### config.mk
export PLATFORM = sky130hd
export DESIGN_NAME = imu_read_scheduler
export DESIGN_NICKNAME = d
export VERILOG_FILES = /design/src/rtl/imu_sched_pkg.sv /design/src/rtl/imu_burst_assembler.sv /design/src/rtl/imu_read_scheduler.sv
export SDC_FILE = /design/constraint.sdc
export NUM_CORES = 1
export LEC_CHECK = 0
export CAP_MARGIN = 20
export CORE_AREA = 4 4 112 167
export CTS_CLUSTER_DIAMETER = 80
export CTS_CLUSTER_SIZE = 25
export DETAILED_ROUTE_END_ITERATION = 10
export DIE_AREA = 0 0 116 171
export GPL_ROUTABILITY_DRIVEN = 0
export PLACE_DENSITY = 0.75
export SLEW_MARGIN = 30
export SYNTH_ARGS = -nofsm -noshare
export SYNTH_HDL_FRONTEND = slang
export SYNTH_HIERARCHICAL = 1
export SYNTH_SLANG_ARGS = --single-unit
### constraint.sdc
create_clock -name clk -period 4.61 [get_ports clk]
set_input_delay 0.6915 -clock clk [delete_from_list [all_inputs] [get_ports clk]]
set_output_delay 0.6915 -clock clk [all_outputs]
set_load 0.01 [all_outputs]
### src/rtl/imu_sched_pkg.sv
// imu_sched_pkg: state encoding and burst constants shared by the IMU read scheduler.
package imu_sched_pkg;
   typedef enum logic [2:0] {
      IDLE      = 3'd0,
      ACC_START = 3'd1,
      ACC_XFER  = 3'd2,
      GYR_START = 3'd3,
      GYR_XFER  = 3'd4,
      PUBLISH   = 3'd5
   } state_t;
   localparam logic [7:0] SPI_READ_BIT = 8'h80;
   localparam logic [2:0] BURST_BYTES  = 3'd7;
   localparam logic [2:0] LAST_IDX     = 3'd6;
   localparam int         AXIS_W       = 16;
endpackage

### src/rtl/imu_burst_assembler.sv
// imu_burst_assembler: collects burst bytes 1..6 (high byte first) into three axis words.
module imu_burst_assembler
   import imu_sched_pkg::*;
(
   input  logic              clk,
   input  logic              reset,
   input  logic              clear_i,
   input  logic              strobe_i,
   input  logic [2:0]        idx_i,
   input  logic [7:0]        rx_i,
   output logic [AXIS_W-1:0] x_o,
   output logic [AXIS_W-1:0] y_o,
   output logic [AXIS_W-1:0] z_o
);
   logic [3*AXIS_W-1:0] shadow_q, shadow_d;
   int sh;
   // Byte 0 is the address slot and carries no data.
   always_comb begin
      sh = 8 * (6 - int'(idx_i));
      shadow_d = shadow_q;
      if (clear_i)
         shadow_d = '0;
      else if (strobe_i && idx_i != 3'd0 && idx_i <= LAST_IDX)
         shadow_d = (shadow_q & ~({40'b0, 8'hFF} << sh)) | ({40'b0, rx_i} << sh);
   end
   always_ff @(posedge clk or posedge reset)
      if (reset) shadow_q <= '0;
      else shadow_q <= shadow_d;
   assign {x_o, y_o, z_o} = shadow_q;
endmodule

### src/rtl/imu_read_scheduler.sv
// imu_read_scheduler: per sample_tick, reads an accel then a gyro burst over SPI and publishes six words.
module imu_read_scheduler
  import imu_sched_pkg::*;
#(
  parameter logic [7:0] ACCEL_DATA_ADDR = 8'h3B,
  parameter logic [7:0] GYRO_DATA_ADDR  = 8'h43,
  parameter int         TIMEOUT_CYCLES  = 1024
)(
  input  logic        clk,
  input  logic        reset,
  input  logic        sample_tick,
  output logic        sensor_select,
  output logic        spi_start,
  output logic [2:0]  spi_count_bytes,
  output logic [7:0]  spi_tx_data,
  input  logic        spi_byte_done,
  input  logic [7:0]  spi_rx_data,
  output logic [15:0] accel_x,
  output logic [15:0] accel_y,
  output logic [15:0] accel_z,
  output logic [15:0] gyro_x,
  output logic [15:0] gyro_y,
  output logic [15:0] gyro_z,
  output logic        sample_valid,
  output logic        busy,
  output logic        overrun,
  output logic        timeout_err
);
  state_t state_q, state_d;
  logic [2:0] k_q, k_d;
  logic [7:0] tx_q, tx_d;
  logic ovr_q;
  logic [3*AXIS_W-1:0] acc_hold_q, pub_acc_q, pub_gyr_q;
  logic [AXIS_W-1:0] sx, sy, sz;
  logic xfer, start, last, abort;
  assign xfer            = state_q == ACC_XFER || state_q == GYR_XFER;
  assign start           = state_q == ACC_START || state_q == GYR_START;
  assign last            = xfer && spi_byte_done && k_q == LAST_IDX;
  assign spi_start       = start;
  assign sensor_select   = state_q == GYR_START || state_q == GYR_XFER;
  assign busy            = state_q != IDLE && state_q != PUBLISH;
  assign sample_valid    = state_q == PUBLISH;
  assign spi_count_bytes = BURST_BYTES;
  assign spi_tx_data     = tx_q;
  assign overrun         = ovr_q;
  assign {accel_x, accel_y, accel_z} = sample_valid ? acc_hold_q : pub_acc_q;
  assign {gyro_x, gyro_y, gyro_z}    = sample_valid ? {sx, sy, sz} : pub_gyr_q;
`ifdef IMU_SCHED_TIMEOUT_EN
  localparam int WD_W = $clog2(TIMEOUT_CYCLES + 1);
  logic [WD_W-1:0] wd_q;
  logic to_q;
  assign abort = xfer && !spi_byte_done && wd_q == WD_W'(TIMEOUT_CYCLES - 1);
  always_ff @(posedge clk or posedge reset)
    if (reset) begin
      wd_q <= '0;
      to_q <= 1'b0;
    end else begin
      wd_q <= (xfer && !spi_byte_done && !abort) ? wd_q + 1'b1 : '0;
      to_q <= to_q | abort;
    end
  assign timeout_err = to_q;
`else
  assign abort       = 1'b0;
  assign timeout_err = 1'b0;
`endif
  always_comb begin
    state_d = state_q;
    case (state_q)
      IDLE:      state_d = sample_tick ? ACC_START : IDLE;
      ACC_START: state_d = ACC_XFER;
      ACC_XFER:  state_d = last ? GYR_START : ACC_XFER;
      GYR_START: state_d = GYR_XFER;
      GYR_XFER:  state_d = last ? PUBLISH : GYR_XFER;
      default:   state_d = IDLE;
    endcase
    if (abort) state_d = IDLE;
    k_d  = start ? 3'd0 : (xfer && spi_byte_done) ? k_q + 3'd1 : k_q;
    tx_d = state_d == ACC_START ? (SPI_READ_BIT | ACCEL_DATA_ADDR) :
           state_d == GYR_START ? (SPI_READ_BIT | GYRO_DATA_ADDR) :
           (xfer && spi_byte_done) ? 8'h00 : tx_q;
  end
  always_ff @(posedge clk or posedge reset)
    if (reset) begin
      state_q    <= IDLE;
      k_q        <= '0;
      tx_q       <= '0;
      ovr_q      <= 1'b0;
      acc_hold_q <= '0;
      pub_acc_q  <= '0;
      pub_gyr_q  <= '0;
    end else begin
      state_q <= state_d;
      k_q     <= k_d;
      tx_q    <= tx_d;
      ovr_q   <= ovr_q | (sample_tick && state_q != IDLE);
      if (state_q == GYR_START) acc_hold_q <= {sx, sy, sz};
      if (sample_valid) begin
        pub_acc_q <= acc_hold_q;
        pub_gyr_q <= {sx, sy, sz};
      end
    end
  imu_burst_assembler u_asm (
    .clk      (clk),
    .reset    (reset),
    .clear_i  (start),
    .strobe_i (xfer && spi_byte_done),
    .idx_i    (k_q),
    .rx_i     (spi_rx_data),
    .x_o      (sx),
    .y_o      (sy),
    .z_o      (sz)
  );
endmodule

Yosys cells after proc, flatten, opt, wreduce, memory -nomap -nowiden --
Index checks and enable logic that the tools add are counted.
Storage, ports and cells: input port bits 12, output and inout bits 113, register bits 207, logic and storage cells 54
Operators by class: add/subtract/negate cells 2, shift operators 2, order comparisons 1, bitwise logic cells 4, reduce and logical (&&, ||, !) cells 15, eq/ne operators 9, muxes and demuxes 13
Operator list (number):
- 48-bit 2-to-1 mux | 4
- 48-bit AND | 1
- 48-bit inverter | 1
- 48-bit bitwise OR | 1
- 8-bit by 32-bit << shifter with 48-bit output | 1
- 8-bit by 32-bit << shifter with 48-bit output (first input constant) | 1
- 8-bit 2-to-1 mux | 3
- 3-bit case mux with 5 select lines | 1
- 3-bit by 2-bit == test with 1-bit output (second input constant) | 3
- 3-bit == test (second input constant) | 3
- 3-bit nonzero test | 3
- 3-bit by 1-bit == test with 1-bit output (second input constant) | 2
- 1-bit logical AND | 6
- 3-bit 2-to-1 mux | 2
- 2-bit nonzero test | 2
- 3-bit by 3-bit subtractor with 4-bit output (first input constant) | 1
- 3-bit by 1-bit adder with 3-bit output (second input constant) | 1
- 3-bit <= comparator (second input constant) | 1
- 3-bit zero test | 1
- 1-bit logical OR | 3
- 1-bit 2-to-1 mux | 3
- 3-bit != test (second input constant) | 1
- 1-bit bitwise OR | 1

Longest topological paths before layout --
Gate-level depths: netlist of run 1.
depth in word-level cells 9, gate-level depth with buffers 9, mapped depth without buffers 7

Cells and area by module --
Netlist of run 1, hierarchy kept.
By module, submodules not included:
- imu_read_scheduler | area each 5994.5 um^2, instances 1, sequential area each 3853.7 um^2, cells an instance 369
- imu_burst_assembler | area each 2282.2 um^2, instances 1, sequential area each 1201.2 um^2, cells an instance 185

Least setup slack after synthesis of run 1 --
Ideal clock, no wire load.
kind input to register, start point input spi_byte_done, end point register u_asm.shadow_q[0], library setup time 79 ps, arrival time 1912 ps, stages on the path 8, path buffers 1, path slack 2619 ps, data required time 4531 ps, path through nor2b_1 nand2_1 inv_1 nand2b_1 o21ai_4 and3_1 buf_4 mux2i_1
On the way: word-level cells in the longest chain between the ends 4
Ends and longest elaborated chain:
- start: declaration | RTL line imu_read_scheduler.sv:16 | input logic spi_byte_done,
- 1-bit logical AND | RTL line imu_read_scheduler.sv:106 | .strobe_i (xfer && spi_byte_done),
- 1-bit logical AND (2 in a row) | RTL line imu_burst_assembler.sv:23 | else if (strobe_i && idx_i != 3'd0 && idx_i <= LAST_IDX)
- 2-bit nonzero test (no source line)
- end signal: assignment | RTL line imu_burst_assembler.sv:28 | else shadow_q <= shadow_d;
- end: declaration | RTL line imu_burst_assembler.sv:15 | logic [3*AXIS_W-1:0] shadow_q, shadow_d;
No other way between the ends. A chain may end at the register's enable or synchronous reset.

Final worst setup path of run 1 --
start point register state_q[2], end point output gyro_x[14]
On the way: word-level cells in the longest chain between the ends 2
Ends and longest elaborated chain:
- start: declaration | RTL line imu_read_scheduler.sv:29 | state_t state_q, state_d;
- start signal: assignment | RTL line imu_read_scheduler.sv:92 | state_q <= state_d;
- 3-bit == test | RTL line imu_read_scheduler.sv:42 | assign sample_valid = state_q == PUBLISH;
- 48-bit 2-to-1 mux
- end: declaration | RTL line imu_read_scheduler.sv:21 | output logic [15:0] gyro_x,
No other way between the ends.

==> results.tsv, run 1 <==
metric	value	unit
Achievable Freq	268.7	MHz
setup repair bufs after CTS	0	
period utilization	80.74	%
VDD IR max	467.4	uV
HPWL after DPL	10.86	mm
initial antenna violation count	0	
H-tree Lvls	1	
critical path class	reg2out	
DR vias/cell	5.270	
fin crit period	3.722	ns
share of cells above drive strength 1	24.20	%
flop-to-flop setup slack	2.13	ns
Setup Skew	0.01683	ns
CTS-repair resized insts	0	
first-iteration detailed-routing DRC count	222	
Avg WL per Cell	19.03	um
Hold Path Class	reg2reg	
max-slew violation count	0	
hold path depth	1	
CTS sink cnt	202	
initial core utilization	47.91	%
Synth area leaders	dfrtp_1 (61%), mux2_2 (17%), mux2i_1 (5.8%)	
ANT nets after route	0	
Seq cells post-synth	202	
CP Launch Type	flip-flop	
crit path DAT	3.03	ns
top cell type by total area after synthesis	dfrtp_1	
Max Root-Sink Buffers	3	
Antenna Cells	0	
Yosys cell types	35	
final setup TNS	0	ns
final hold vios	0	
via count of the first global-routing pass	5114	
critical path peak fanout	57	
Die Y	171	um
routed via count	4585	
placed cell area	9550	um2
Critical Path RT	3.92	ns
Die ar.	19840	um2
status	complete, no violations	
Detailed Route WL	16.56	mm
I/O Buffers	119	
RR Startpoint	state_q[2]$_DFF_PP0_	
grt total ovfl	0	
path depth of the worst reg2reg path	7	
CTS clk-pin slew, worst paths	0.09	ns
Synth Area per Inst	14.94	um2
Seq/Total Area, Yosys	61.07	%
CTS Root Cell	clkbuf_16	
worst hold start	overrun$_DFF_PP0_	
Worst setup EP type	output pin	
# rows	59	
RSZ-0062 raised after global routing	false	
Core Area	17270	um2
post-synth top area share	61.07	%
static leakage	0.005046	uW
Mapped Cells	554	
gr usage total	17.14	%
slew margin rel.	46.03	%
Clock Latency Late Sink	0.46	ns
pwr/cell area	487.9	nW/um2
fin nets	674	
first-pass GRT wire length	26.93	mm
final instance area	9901	um2
MaxCap Viol Count	0	
Worst-Margin Slew	0.8096	ns
# IOs	125	
Inserted Clock Buffers	12	
CTS tree	built	
largest net degree at the start of global routing	155	
Ys Warns	6	
# DRC	0	
DR pass1 iterations	4	
setup violation total in the final timing report	0	
Area growth, synth to finish	19.62	%
hold buffers post-CTS	0	
die width	116	um
Syn Std Cell Area	8277	um2
Worst setup startpoint	state_q[2]$_DFF_PP0_	
==> through the flow <==
step	hold slack (ns)	power (uW)	std cells	setup WS [ns]	utilization, %
2_1_floorplan	0.4602	3166	557	1.974	-
3_3_place_gp	0.4561	3745	855	1.468	55.27
3_5_place_dp	0.4553	3809	855	1.369	55.29
4_1_cts	0.4843	4909	870	0.8622	57.32
5_1_grt	0.5144	5093	870	0.7190	57.32
6_report	0.4751	4831	870	0.8881	57.32
==> cells by family after synthesis <==
logic type / count (synthesis) / synth area share, %
AO/OA/AOI/OAI: 15 / 1.361
XOR/XNOR: 3 / 0.3175
adder cells (fa/ha/maj): 6 / 0.9070
buffers and inverters: 45 / 3.462
flip-flops: 202 / 61.07
multiplexers: 192 / 25.40
other: 2 / 0.09074
AND/OR/NAND/NOR: 89 / 7.392
==> worst max-delay path: stages, from the launching register on <==
cell and delay, ns:
dfrtp_1 0.65, nand3b_4 0.59, buf_12 0.43, mux2_1 0.37, clkdlybuf4s50_1 0.48
==> registers in the layout, indices dropped and copies added, names as in the netlist <==
register,cells
u_asm/shadow_q,48
spi_tx_data,3
overrun,1
k_q,3
acc_hold_q,48
state_q,3
pub_gyr_q,48
pub_acc_q,48
==> synth_stat cells (all sizes together) <==
cell    instances
mux2i          48
or4b            1
nand3           5
a32o            1
conb            2
nand2           4
buf            30
a311oi          1
nor2            3
xnor2           2
nor2b           5
nand3b          4
a31o            2
xor2            1
o21ai           6
nand2b         60
or2b            1
and3            2
inv             8
or3             2
dfrtp         202
nor4            1
clkbuf          7
o31ai           2
ha              6
a21oi           3
nand4           1
mux2          144
==> metal layers <==
layer | vias to the layer above | GRT usage, % | part of all wire, %
li1 | 2087 | - | -
met1 | 2367 | 22.76 | 43
met2 | 104 | 29.12 | 51
met3 | 27 | 2.406 | 3.7
met4 | 0 | 5.452 | 2.6
met5 | - | 0 | 0
==> cell usage in the layout (no fill, tap or decap), drive strengths merged <==
cell           synthesis  layout
a21oi                  3       3
a311oi                 1       1
a31o                   2       2
a32o                   1       1
and3                   2       2
buf                   30       3
clkbuf                 7      13
clkdlybuf4s50          0     119
clkinv                 0       1
clkinvlp               0       1
conb                   2       5
dfrtp                202     202
ha                     6       6
inv                    8       8
mux2                 144     144
mux2i                 48      48
nand2                  4       4
nand2b                60      60
nand3                  5       5
nand3b                 4       4
nand4                  1       1
nor2                   3       3
nor2b                  5       5
nor4                   1       1
o21ai                  6       6
o31ai                  2       2
or2b                   1       1
or3                    2       2
or4b                   1       1
xnor2                  2       2
xor2                   1       1
==> layout make-up <==
| cell class | instances | area, um2 |
|---|---|---|
| Clock buffer | 13 | 325.3 |
| Fill cell | 1390 | 7373 |
| Sequential cell | 202 | 5055 |
| Clock inverter | 2 | 25.02 |
| Inverter | 8 | 36.28 |
| Multi-Input combinational cell | 310 | 2954 |
| Tap cell | 213 | 266.5 |
| Timing Repair Buffer | 122 | 1239 |
==> path summary, 6_finish.rpt <==
kind	end
setup reg to reg	u_asm/shadow_q[37]$_DFFE_PP0P_
setup / recovery	gyro_x[14]
max in group asynchronous	pub_gyr_q[36]$_DFF_PP0_
min in group asynchronous	u_asm/shadow_q[5]$_DFFE_PP0P_
hold / removal	overrun$_DFF_PP0_
hold reg to reg	overrun$_DFF_PP0_
==> report_power, final <==
| part | internal (uW) | switching, uW | total (uW) |
|---|---|---|---|
| logic | 796 | 676 | 1470 |
| registers | 2100 | 178 | 2280 |
| clock network | 519 | 565 | 1080 |
No activity file was read; power rests on OpenSTA's default activity.
==> run 2: changes to the inputs <==
--- a/config.mk
+++ b/config.mk
@@ -6,13 +6,13 @@
 export NUM_CORES = 1
 export LEC_CHECK = 0
 export CAP_MARGIN = 20
-export CORE_AREA = 4 4 112 167
+export CORE_AREA = 4 4 107 159
 export CTS_CLUSTER_DIAMETER = 80
 export CTS_CLUSTER_SIZE = 25
 export DETAILED_ROUTE_END_ITERATION = 10
-export DIE_AREA = 0 0 116 171
+export DIE_AREA = 0 0 111 163
 export GPL_ROUTABILITY_DRIVEN = 0
-export PLACE_DENSITY = 0.75
+export PLACE_DENSITY = 0.78
 export SLEW_MARGIN = 30
 export SYNTH_ARGS = -nofsm -noshare
 export SYNTH_HDL_FRONTEND = slang
==> constraint.sdc (replaced) <==
create_clock -name clk -period 3.65 [get_ports clk]
set_input_delay 0.5475 -clock clk [delete_from_list [all_inputs] [get_ports clk]]
set_output_delay 0.5475 -clock clk [all_outputs]
set_load 0.01 [all_outputs]
==> run 2 against run 1 <==
Clock-buffer cell count unchanged. Via count decreased by 0.79%. Core utilization increased by 6.2 points. Critical path depth unchanged. Die area decreased by 8.8%. Register-to-register slack got worse by 1.0 ns. Clock power increased by 26%. Worst setup slack got worse by 0.47 ns. Non-clock buffer count increased by 3. Critical path type unchanged. Cell count decreased by 0.92%. Final area increased by 0.28%.
==> results.tsv, run 2 (same netlist as run 1, synthesis figures left out) <==
metric	value	unit	change
status	complete, no violations		
MaxCap Viol Count	0		unchanged
first-pass GRT wire length	26.72	mm	-0.79%
ANT nets after route	0		unchanged
CTS Root Cell	clkbuf_16		
hold path depth	1		unchanged
I/O Buffers	119		unchanged
Avg WL per Cell	18.66	um	-2.0%
CP Launch Type	flip-flop		
Reg power frac	47.3	%	+0.2 points
Psw	1771	uW	+25%
Die ar.	18090	um2	-8.8%
VDD IR max	716.0	uV	+53%
DR vias/cell	5.277		+0.14%
max-slew violation count	0		unchanged
largest net degree at the start of global routing	71		-54%
Critical Path RT	3.10	ns	-0.82 ns
slew margin rel.	43.74	%	-2.3 points
routed via count	4549		-0.79%
# DRC	0		unchanged
CTS clk-pin slew, worst paths	0.09	ns	about the same
setup repair bufs after CTS	0		unchanged
die width	111	um	-4.3%
pwr/cell area	612.6	nW/um2	+26%
DR pass1 iterations	4		unchanged
share of cells above drive strength 1	24.43	%	+0.23 points
fin crit period	3.229	ns	
Clock Latency Late Sink	0.45	ns	about the same
critical path class	reg2out		
Die Y	163	um	-4.7%
Detailed Route WL	16.08	mm	-2.9%
critical path peak fanout	42		-26%
placed cell area	9573	um2	+0.24%
via count of the first global-routing pass	5122		+0.16%
CTS sink cnt	202		unchanged
fin nets	677		+0.45%
HPWL after DPL	11.02	mm	+1.4%
gr usage total	18.13	%	+0.99 points
Worst setup EP type	output pin		
Clock Power Share	22.4	%	about the same
first-iteration detailed-routing DRC count	207		-6.8%
Antenna Cells	0		unchanged
CTS-repair resized insts	0		unchanged
H-tree Lvls	1		unchanged
setup violation total in the final timing report	0		unchanged
initial antenna violation count	0		unchanged
Fill cells	1149		-17%
final setup TNS	0	ns	unchanged
# IOs	125		unchanged
# rows	56		-5.1%
initial core utilization	52.97	%	+5.1 points
Comb power frac	30.4	%	about the same
sw frac	29.13	%	-0.26 points
most common cell after layout, fill and taps aside	dfrtp_1		
Max Root-Sink Buffers	3		unchanged
final instance area	9928	um2	+0.28%
Achievable Freq	309.7	MHz	
Core Area	15630	um2	-9.5%
Inserted Clock Buffers	12		unchanged
CTS tree	built		
RSZ-0062 raised after global routing	false		
hold buffers post-CTS	0		unchanged
Worst-Margin Slew	0.8421	ns	+0.03249 ns
crit path DAT	2.68	ns	-0.35 ns
Pint	4311	uW	+26%
grt total ovfl	0		unchanged
period utilization	88.47	%	
path depth of the worst reg2reg path	7		unchanged
final hold vios	0		unchanged
Hold Path Class	reg2reg		
Area growth, synth to finish	19.95	%	
Setup Skew	0.02218	ns	+0.005349 ns
static leakage	0.005061	uW	+0.31%
most frequent cells in the layout	dfrtp_1 (202), mux2_2 (128), clkdlybuf4s50_1 (119)		
==> run 2: cell type report <==
class / count / area [um2] / area share, %
clock inverter: 1 / 30.03 / 0.3025
inverter: 8 / 36.28 / 0.3655
sequential: 202 / 5055 / 50.91
tap: 203 / 254.0 / 2.558
clock buffer: 13 / 325.3 / 3.277
timing repair buffer: 125 / 1274 / 12.83
multi-input combinational: 310 / 2954 / 29.75
==> run 2: worst max-delay path, cell delays in order, from the launching register on <==
cell             delay, ns
dfrtp_1               0.60
nand3b_4              0.24
buf_4                 0.45
mux2_2                0.41
clkdlybuf4s50_1       0.50
==> run 2: through the flow <==
| stage | std cells | total power [uW] | util [%] | hold slack (ns) | setup WS, ns |
|---|---|---|---|---|---|
| final | 862 | 6082 | 63.54 | 0.4987 | 0.4207 |
| after global routing | 862 | 6423 | 63.54 | 0.5127 | 0.2732 |
| after CTS | 862 | 6167 | 63.54 | 0.5023 | 0.3856 |
| after detailed placement | 848 | 4802 | 61.27 | 0.4806 | 0.8564 |
| after global placement | 848 | 4723 | 61.25 | 0.4548 | 0.9468 |
| after floorplan | 557 | 3999 | - | 0.4602 | 1.158 |
==> run 2: per-layer routing <==
layer	part of all wire, %	vias to the layer above	global-route usage [%]	wire, um
met1	42	2358	23.35	6716
met3	3.7	12	2.268	597
met2	53	91	32.96	8590
met4	1.1	0	3.978	178
li1	-	2088	-	-
met5	0	-	0	0
==> run 2: power groups by stage <==
| stage | registers, uW | clock network [uW] | logic, uW |
|---|---|---|---|
| after floorplan | 2820 | 0 | 1180 |
| after global placement | 2900 | 0 | 1830 |
| after detailed placement | 2930 | 0 | 1880 |
| after CTS | 2880 | 1400 | 1880 |
| after global routing | 2930 | 1490 | 2000 |
| final | 2870 | 1360 | 1850 |
==> run 2: final timing paths <==
check                                        startpoint                        endpoint  slack [ns]
min in group asynchronous                         reset  u_asm/shadow_q[28]$_DFFE_PP0P_        0.59
worst max register to register     state_q[2]$_DFF_PP0_  u_asm/shadow_q[47]$_DFFE_PP0P_        1.11
worst min register to register  pub_acc_q[22]$_DFF_PP0_         pub_acc_q[22]$_DFF_PP0_        0.50
worst max-delay path               state_q[1]$_DFF_PP0_                       gyro_y[8]        0.42
worst min-delay path            pub_acc_q[22]$_DFF_PP0_         pub_acc_q[22]$_DFF_PP0_        0.50
max in group asynchronous                         reset         pub_acc_q[20]$_DFF_PP0_        2.15
==> run 3: changes to the inputs <==
--- a/config.mk
+++ b/config.mk
@@ -6,13 +6,12 @@
 export NUM_CORES = 1
 export LEC_CHECK = 0
 export CAP_MARGIN = 20
-export CORE_AREA = 4 4 107 159
+export CORE_AREA = 4 4 141 211
 export CTS_CLUSTER_DIAMETER = 80
 export CTS_CLUSTER_SIZE = 25
 export DETAILED_ROUTE_END_ITERATION = 10
-export DIE_AREA = 0 0 111 163
+export DIE_AREA = 0 0 145 215
 export GPL_ROUTABILITY_DRIVEN = 0
-export PLACE_DENSITY = 0.78
 export SLEW_MARGIN = 30
 export SYNTH_ARGS = -nofsm -noshare
 export SYNTH_HDL_FRONTEND = slang
==> run 3 against run 2 <==
Wire length increased by 13%. Flip-flop and latch count unchanged. Fmax increased by 2.0%. Die area increased by 72%. Combinational power about the same. Power increased by 3.9%. Sequential share of layout area decreased by 1.2 points. Largest cell class unchanged. Highest routed layer unchanged.
==> results.tsv, run 3 (same netlist as run 1, synthesis figures left out) <==
metric	value	unit	change
Max Root-Sink Buffers	3		unchanged
I/O Buffers	119		unchanged
crit path to	accel_y[7]		
Antenna Cells	0		unchanged
hold buffers post-CTS	0		unchanged
Die Y	215	um	+32%
initial core utilization	29.70	%	-23 points
setup violation total in the final timing report	0		unchanged
# DRC	0		unchanged
slew margin rel.	49.23	%	+5.5 points
Achievable Freq	315.9	MHz	+2.0%
die width	145	um	+31%
worst hold start	overrun$_DFF_PP0_		
CTS tree	built		
period utilization	86.73	%	-1.7 points
fin nets	679		+0.30%
H-tree Lvls	1		unchanged
CTS clk-pin slew, worst paths	0.10	ns	about the same
Area growth, synth to finish	22.96	%	
DR vias/cell	4.491		-15%
CTS-repair resized insts	0		unchanged
Crit path largest cell delay	0.62	ns	+0.02 ns
Fill cells	2654		+130%
critical path class	reg2out		
RSZ-0062 raised after global routing	false		
# IOs	125		unchanged
Worst setup startpoint	state_q[1]$_DFF_PP0_		
grt total ovfl	0		unchanged
Critical R2R Capture	u_asm/shadow_q[39]$_DFFE_PP0P_		
pwr/cell area	621.2	nW/um2	+1.4%
most frequent cells in the layout	dfrtp_1 (202), mux2_2 (128), clkdlybuf4s50_1 (119)		
final setup TNS	0	ns	unchanged
initial antenna violation count	0		unchanged
CP cell instances	nand3b_4, buf_12, mux2_2, clkdlybuf4s50_1		
Worst-Margin Slew	0.7616	ns	-0.08051 ns
path depth of the worst reg2reg path	7		unchanged
multi-input logic area	2954	um2	unchanged
Critical Path RT	3.10	ns	about the same
DR pass1 iterations	4		unchanged
CTS sink cnt	202		unchanged
most common cell after layout, fill and taps aside	dfrtp_1		
CP Launch Type	flip-flop		
CTS Root Cell	clkbuf_16		
Worst setup EP type	output pin		
Setup Skew	0.02018	ns	-0.001997 ns
first-pass GRT wire length	29.35	mm	+9.8%
Inserted Clock Buffers	13		+1
Detailed Route WL	18.15	mm	+13%
fin crit period	3.166	ns	-0.06369 ns
Avg WL per Cell	17.95	um	-3.8%
ANT nets after route	0		unchanged
static leakage	0.005102	uW	+0.81%
Core Area	27870	um2	+78%
status	complete, no violations		
via count of the first global-routing pass	5092		-0.59%
routed via count	4540		-0.20%
Clock Latency Late Sink	0.47	ns	+0.02 ns
Die ar.	31180	um2	+72%
MaxCap Viol Count	0		unchanged
Hold Path Class	reg2reg		
RR Startpoint	state_q[2]$_DFF_PP0_		
final hold vios	0		unchanged
flop-to-flop setup slack	1.21	ns	+0.10 ns
# rows	75		+34%
register area	5055	um2	unchanged
setup repair bufs after CTS	0		unchanged
first-iteration detailed-routing DRC count	142		-31%
slowest CP cell	dfrtp_1		
crit path DAT	2.62	ns	-0.06 ns
critical path peak fanout	58		+38%
share of cells above drive strength 1	25.11	%	+0.68 points
gr usage total	11.67	%	-6.5 points
largest net degree at the start of global routing	76		+7.0%
VDD IR max	368.2	uV	-49%
hold_ws	0.4826	ns	-0.01602 ns
max-slew violation count	0		unchanged
HPWL after DPL	11.96	mm	+8.5%
run 3: layout make-up:
cell class / count / share of cell area (%)
tap: 346 / 4.254
multi-input combinational: 310 / 29.03
timing repair buffer: 126 / 12.59
sequential: 202 / 49.67
clock buffer: 14 / 3.332
inverter: 8 / 0.3565
clock inverter: 5 / 0.7745
run 3: how the worst min path moves through the flow:
stage                           endpoint  slack [ns]  depth (start not counted)
4_1_cts                overrun$_DFF_PP0_        0.49                          1
6_report               overrun$_DFF_PP0_        0.48                          1
5_1_grt                overrun$_DFF_PP0_        0.50                          1
2_1_floorplan  acc_hold_q[0]$_DFFE_PP0N_        0.46                          1
3_5_place_dp           overrun$_DFF_PP0_        0.45                          1
3_3_place_gp           overrun$_DFF_PP0_        0.46                          1
run 3: layer usage:
metal  track usage, %  up-vias  wire, um
met5                0        -         0
met4            2.916        0       257
met3            1.686       14       587
met2            20.94       84      9386
met1            14.82     2341      7915
li1                 -     2101         -
run 3: metrics by stage:
stage	util, %	total power [uW]	cell area [um2]	cells	setup WS [ns]
after global routing	36.52	6681	10180	1011	0.3564
after global placement	35.01	4806	9757	992	0.9538
after detailed placement	35.02	4840	9759	992	0.8830
final	36.52	6322	10180	1011	0.4844
after CTS	36.52	6452	10180	1011	0.4487
after floorplan	-	3999	8292	557	1.158
run 3: where the power goes:
| group | internal [uW] | leakage (uW) | total (uW) | switching (uW) |
|---|---|---|---|---|
| clock | 771 | 0.000206 | 1580 | 804 |
| sequential | 2650 | 0.00280 | 2880 | 232 |
| combinational | 1010 | 0.00210 | 1870 | 856 |
run 3: critical path, delay by kind of cell (launching register included):
family,cells,cell delay [ns]
buf+inv,2,0.77
flops,1,0.62
mux,1,0.42
simple gates,1,0.26
